**src/rtl/code25_serializer.sv**
```systemverilog
// code25_serializer: latches a word of NDIG BCD digits and sends it as a
// 2-of-5 serial frame: start 110, digit codes MSD first, a check-digit
// code, then stop 101. out_valid/out_ready handshake on the serial side.
module code25_serializer #(
    parameter int NDIG = 4
) (
    input  logic              clk,
    input  logic              rst_n,
    input  logic              in_valid,
    output logic              in_ready,
    input  logic [4*NDIG-1:0] digits,
    input  logic              out_ready,
    output logic              out_valid,
    output logic              out_bit,
    output logic              frame_start,
    output logic              frame_end,
    output logic              busy,
    output logic              err
);

    typedef enum logic [2:0] {IDLE, START, DATA, CHK, STOP, ERR} state_t;

    localparam logic [2:0] START_PAT = 3'b110;
    localparam logic [2:0] STOP_PAT  = 3'b101;
    localparam logic [2:0] LAST_DIG  = 3'(NDIG - 1);

    state_t            state;
    logic [4*NDIG-1:0] word;
    logic [3:0]        chk;
    logic [2:0]        bit_cnt;
    logic [2:0]        dig_cnt;

    logic              digits_ok;
    logic [6:0]        sum;
    logic [6:0]        sum_mod;
    logic [3:0]        chk_in;
    logic [2:0]        nb;
    logic [2:0]        nxt_idx;
    logic [4:0]        cur_code;
    logic [4:0]        nxt_code;
    logic [4:0]        first_code;
    logic [4:0]        chk_code;
    logic              xfer;

    function automatic logic [4:0] enc(input logic [3:0] d);
        case (d)
            4'd0:    enc = 5'b11000;
            4'd1:    enc = 5'b00011;
            4'd2:    enc = 5'b00101;
            4'd3:    enc = 5'b00110;
            4'd4:    enc = 5'b01001;
            4'd5:    enc = 5'b01010;
            4'd6:    enc = 5'b01100;
            4'd7:    enc = 5'b10001;
            4'd8:    enc = 5'b10010;
            4'd9:    enc = 5'b10100;
            default: enc = 5'b00000;
        endcase
    endfunction

    // Digit index 0 is the most significant (first sent) digit.
    function automatic logic [3:0] digit_at(input logic [4*NDIG-1:0] w, input logic [2:0] idx);
        digit_at = w[4*(NDIG-1-int'(idx)) +: 4];
    endfunction

    // Validity and check digit of the word currently offered on digits.
    always_comb begin
        digits_ok = 1'b1;
        sum       = '0;
        for (int unsigned i = 0; i < NDIG; i++) begin
            if (digits[4*i +: 4] > 4'd9) digits_ok = 1'b0;
            sum = sum + 7'(digits[4*i +: 4]);
        end
        sum_mod = sum % 7'd10;
        chk_in  = (sum_mod == 7'd0) ? 4'd0 : 4'(7'd10 - sum_mod);
    end

    // Code words and counter helpers for the next bit to present.
    always_comb begin
        xfer       = out_valid & out_ready;
        nb         = bit_cnt + 3'd1;
        nxt_idx    = (dig_cnt == LAST_DIG) ? dig_cnt : dig_cnt + 3'd1;
        cur_code   = enc(digit_at(word, dig_cnt));
        nxt_code   = enc(digit_at(word, nxt_idx));
        first_code = enc(digit_at(word, 3'd0));
        chk_code   = enc(chk);
    end

    // Frame FSM; out_bit always holds the bit at the current frame position,
    // so each transfer loads the bit for the position being advanced to.
    always_ff @(posedge clk) begin
        if (!rst_n) begin
            state       <= IDLE;
            word        <= '0;
            chk         <= '0;
            bit_cnt     <= '0;
            dig_cnt     <= '0;
            in_ready    <= 1'b1;
            out_valid   <= 1'b0;
            out_bit     <= 1'b0;
            frame_start <= 1'b0;
            frame_end   <= 1'b0;
            busy        <= 1'b0;
            err         <= 1'b0;
        end else begin
            case (state)
                IDLE: begin
                    if (in_valid) begin
                        in_ready <= 1'b0;
                        busy     <= 1'b1;
                        if (digits_ok) begin
                            state       <= START;
                            word        <= digits;
                            chk         <= chk_in;
                            bit_cnt     <= '0;
                            dig_cnt     <= '0;
                            out_valid   <= 1'b1;
                            out_bit     <= START_PAT[2];
                            frame_start <= 1'b1;
                        end else begin
                            state <= ERR;
                            err   <= 1'b1;
                        end
                    end
                end
                ERR: begin
                    state    <= IDLE;
                    err      <= 1'b0;
                    in_ready <= 1'b1;
                    busy     <= 1'b0;
                end
                START: begin
                    if (xfer) begin
                        frame_start <= 1'b0;
                        if (bit_cnt == 3'd2) begin
                            state   <= DATA;
                            bit_cnt <= '0;
                            dig_cnt <= '0;
                            out_bit <= first_code[4];
                        end else begin
                            bit_cnt <= nb;
                            out_bit <= START_PAT[3'd2 - nb];
                        end
                    end
                end
                DATA: begin
                    if (xfer) begin
                        if (bit_cnt == 3'd4) begin
                            bit_cnt <= '0;
                            if (dig_cnt == LAST_DIG) begin
                                state   <= CHK;
                                out_bit <= chk_code[4];
                            end else begin
                                dig_cnt <= nxt_idx;
                                out_bit <= nxt_code[4];
                            end
                        end else begin
                            bit_cnt <= nb;
                            out_bit <= cur_code[3'd4 - nb];
                        end
                    end
                end
                CHK: begin
                    if (xfer) begin
                        if (bit_cnt == 3'd4) begin
                            state   <= STOP;
                            bit_cnt <= '0;
                            out_bit <= STOP_PAT[2];
                        end else begin
                            bit_cnt <= nb;
                            out_bit <= chk_code[3'd4 - nb];
                        end
                    end
                end
                STOP: begin
                    if (xfer) begin
                        if (bit_cnt == 3'd2) begin
                            state     <= IDLE;
                            bit_cnt   <= '0;
                            out_valid <= 1'b0;
                            out_bit   <= 1'b0;
                            frame_end <= 1'b0;
                            in_ready  <= 1'b1;
                            busy      <= 1'b0;
                        end else begin
                            bit_cnt   <= nb;
                            out_bit   <= STOP_PAT[3'd2 - nb];
                            frame_end <= (nb == 3'd2);
                        end
                    end
                end
                default: begin
                    state       <= IDLE;
                    in_ready    <= 1'b1;
                    out_valid   <= 1'b0;
                    out_bit     <= 1'b0;
                    frame_start <= 1'b0;
                    frame_end   <= 1'b0;
                    busy        <= 1'b0;
                    err         <= 1'b0;
                end
            endcase
        end
    end

endmodule

```
**config.mk**
```make
export PLATFORM = sky130hd
export DESIGN_NAME = code25_serializer
export DESIGN_NICKNAME = d
export VERILOG_FILES = /design/src/rtl/code25_serializer.sv
export SDC_FILE = /design/constraint.sdc
export NUM_CORES = 1
export LEC_CHECK = 0
export BUFFER_PORTS_ARGS = -buffer_cell sky130_fd_sc_hd__buf_4
export CAP_MARGIN = 0
export CORE_ASPECT_RATIO = 0.8
export CORE_UTILIZATION = 35
export DETAILED_ROUTE_END_ITERATION = 10
export RECOVER_POWER = 100
export SLEW_MARGIN = 40
export SYNTH_ARGS = -nofsm -noshare
export SYNTH_HDL_FRONTEND = slang
export SYNTH_SLANG_ARGS = --single-unit
```
**constraint.sdc**
```tcl
create_clock -name clk -period 9.05 [get_ports clk]
set_input_delay 2.715 -clock clk [delete_from_list [all_inputs] [get_ports clk]]
set_output_delay 2.715 -clock clk [all_outputs]
set_load 0.05 [all_outputs]
```
==> out/results.tsv <==
metric	value	unit
WP data arrival	7730	ps
TritonCTS clock tree	yes	
met3 routed WL	312	um
DRC violations left	0	
Syn Nets	492	
GRT overflow	0	
global placement routability congestion	0.877	
post-route setup TNS	0	ps
CP Capture Type	flip-flop	
Vias	3223	
synth warn	0	
initial antenna violation count	0	
critical path class	input port to flip-flop	
mapped cell area	3500	um^2
power density over the cells	202	nW/um^2
worst min-delay path class	flip-flop to flip-flop	
clock slew at reported path FFs	60	ps
antenna-violating nets left	0	
Seq cells post-synth	42	
post-CTS setup buffer count	0	
clk_skew	8.23	ps
GRT Total Usage	0.170	
Die Ht	91.4	um
met2 WL	3570	um
CORE AREA	9690	um^2
clk root buf	clkbuf_16	
Die X	114	um
multi-input logic area	2360	um^2
net load switching power	0.000298	W
clock share of power	0.300	
Top Metal Used	met4	
Tmin final	7500	ps
fraction of registers with async set/reset	0	
peak supply drop	0.0930	mV
Max FO, Critical Path	8	
first-pass GRT wire length	14500	um
clock latency on the worst-skew pair	290	ps
Resize count post-CTS	0	
die area	10400	um^2
FILL cells	1032	
crit-path cells	clkbuf_4, inv_1, fa_1, inv_1, fa_1, ha_1, inv_1, fa_1, xor2_1, nor2_1, o21ai_0, xnor2_1, o31a_1, o22ai_1, ha_1, o31ai_1, and2_0, inv_1, ha_1, nor4_1, a21o_1	
dpl hpwl	6170	um
Syn Inst Count	443	
Num CTS Buffers	5	
failing checks	capacitance limit, slew limit	
crit-path most repeated cell	inv_1	
sequential cell area	841	um^2
sw frac	0.380	
cell-internal power	0.000486	W
# nets final	499	
Crit-path slowest cell	fa_1	
fin crit share	0.829	
slew margin rel.	-0.117	
WP data required	9280	ps
Post-Route WL	8320	um
initial DRC count	261	
detailed-router iteration count before antenna repair	5	
sequential-to-total area share from yosys stat	0.240	
Initial Util	0.361	
Final Worst Setup Slack	1550	ps
ant diodes	0	
ys flop type	dfxtp_1	
dpl ws	1410	ps
H-tree levels	2	
Cell variety after synth	73	
share of layout cells above drive strength 1	0.111	
overall power	0.000783	W
CP max stage delay	540	ps
leakage	1.59	nW
wl on met1	4320	um
drt via density	5.49	
Slew Limit Fails	39	
port buffer count	26	
CTS sink count	42	
largest net degree at the start of global routing	39	
drt wl/cell	14.2	um
vias in the first global route	3045	
number of synthesized flops with an enable pin	0	
final hold viol count	0	
setup violators final	0	
Flop pwr share	0.281	
io pins	27	
P&R area growth vs syn	10.8	%
startpoint types	input port	
hold buffers post-CTS	0	
Peak Freq	0.133	GHz
Avg Inst Size Synth	7.90	um^2
worst-margin pin slew	1680	ps
Max Buffers Root-to-Sink	2	
max-cap violations	1	
Site Rows	32	
Min Hold Slack	479	ps
RSZ-0062 raised after global routing	false	
logic gate share of total power	0.419	
status	complete, but fails checks	
-- layer usage --
layer	track usage	up-vias
met5	0	-
met4	0.0455	0
met3	0.0254	14
met2	0.265	93
met1	0.243	1512
li1	-	1604
-- cell usage in the layout, fill, tap and decap left out, types with 6 or more instances in the layout --
master    count
a21o_1        7
a21oi_1      43
buf_4        16
clkbuf_1     10
dfxtp_1      42
fa_1          8
ha_1         21
inv_1        36
mux2i_1       9
mux4_2        6
nand2_1      23
nand2b_1      9
nand3_1       7
nor2_1       70
nor2b_1       6
nor3_1       12
o21ai_0      16
-- power by group through the flow --
| stage | Combinational, W | Clock, W | Sequential [W] |
|---|---|---|---|
| 4_1_cts | 0.000335 | 0.000241 | 0.000220 |
| 3_5_place_dp | 0.000334 | 0 | 0.000224 |
| 5_1_grt | 0.000369 | 0.000247 | 0.000223 |
| 3_3_place_gp | 0.000327 | 0 | 0.000224 |
| 2_1_floorplan | 0.000273 | 0 | 0.000224 |
| 6_report | 0.000328 | 0.000235 | 0.000220 |
-- state kept, by name (all words and copies together), names as in the netlist --
register / count
busy: 1
out_bit: 1
state: 3
chk: 4
first_code: 1
out_valid: 1
dig_cnt: 3
bit_cnt: 3
frame_start: 1
frame_end: 1
chk_code: 5
err: 1
in_ready: 1
word: 16
-- layout make-up --
cell class              instances  share of cell area
repair buffers                 28              0.0445
flip-flops and latches         42               0.217
clock inverters                 3              0.0177
clock buffers                   5              0.0323
inverters                      37              0.0358
well taps                     136              0.0439
multi-input cells             336               0.609
-- kinds of logic after synthesis --
group / after synthesis / synth area share
buf+inv: 65 / 0.0776
xor+xnor: 4 / 0.0122
simple gates: 161 / 0.228
compound gates: 125 / 0.250
fa+ha+maj: 29 / 0.121
mux: 17 / 0.0708
flops: 42 / 0.240
-- worst max-delay path: cells and delay by family --
family                     cells  cell delay, ps
xor gates and xnor gates       2             450
AOI/OAI and AO/OA              5            1150
buffers and inverters          5             390
adders and majority gates      6            2300
and+or+nand+nor                3             720
-- synth_stat cells (5+ instances only) --
library cell	n	area share
nor2_1	70	0.075
a21oi_1	43	0.061
dfxtp_1	42	0.24
inv_1	36	0.039
nand2_1	23	0.025
clkbuf_1	21	0.023
ha_1	21	0.075
o21ai_0	16	0.023
nor3_1	12	0.017
mux2i_1	9	0.026
nand2b_1	9	0.016
fa_1	8	0.046
a21o_1	7	0.015
nand3_1	7	0.010
mux4_2	6	0.039
nor2b_1	6	0.011
a211oi_1	5	0.011
a31oi_1	5	0.0089
nor4_1	5	0.0089
-- final timing paths --
path | from | end | slack, ps | depth (start not counted)
max | digits[1] | chk_code[0]$_SDFF_PN0_ | 1550 | 21
min | chk[0]$_SDFFE_PN0P_ | chk[0]$_SDFFE_PN0P_ | 480 | 2
max reg2reg | state[2]$_SDFFE_PN0P_ | chk_code[0]$_SDFF_PN0_ | 5910 | 10
min reg2reg | chk[0]$_SDFFE_PN0P_ | chk[0]$_SDFFE_PN0P_ | 480 | 2
-- stage by stage --
stage,instance area [um^2],std cells,utilization
2_1_floorplan,3500,443,-
4_1_cts,3940,587,0.407
3_3_place_gp,3750,579,0.387
6_report,3880,587,0.400
3_5_place_dp,3750,579,0.387
5_1_grt,3880,587,0.400
No activity file was read; power rests on OpenSTA's default activity.
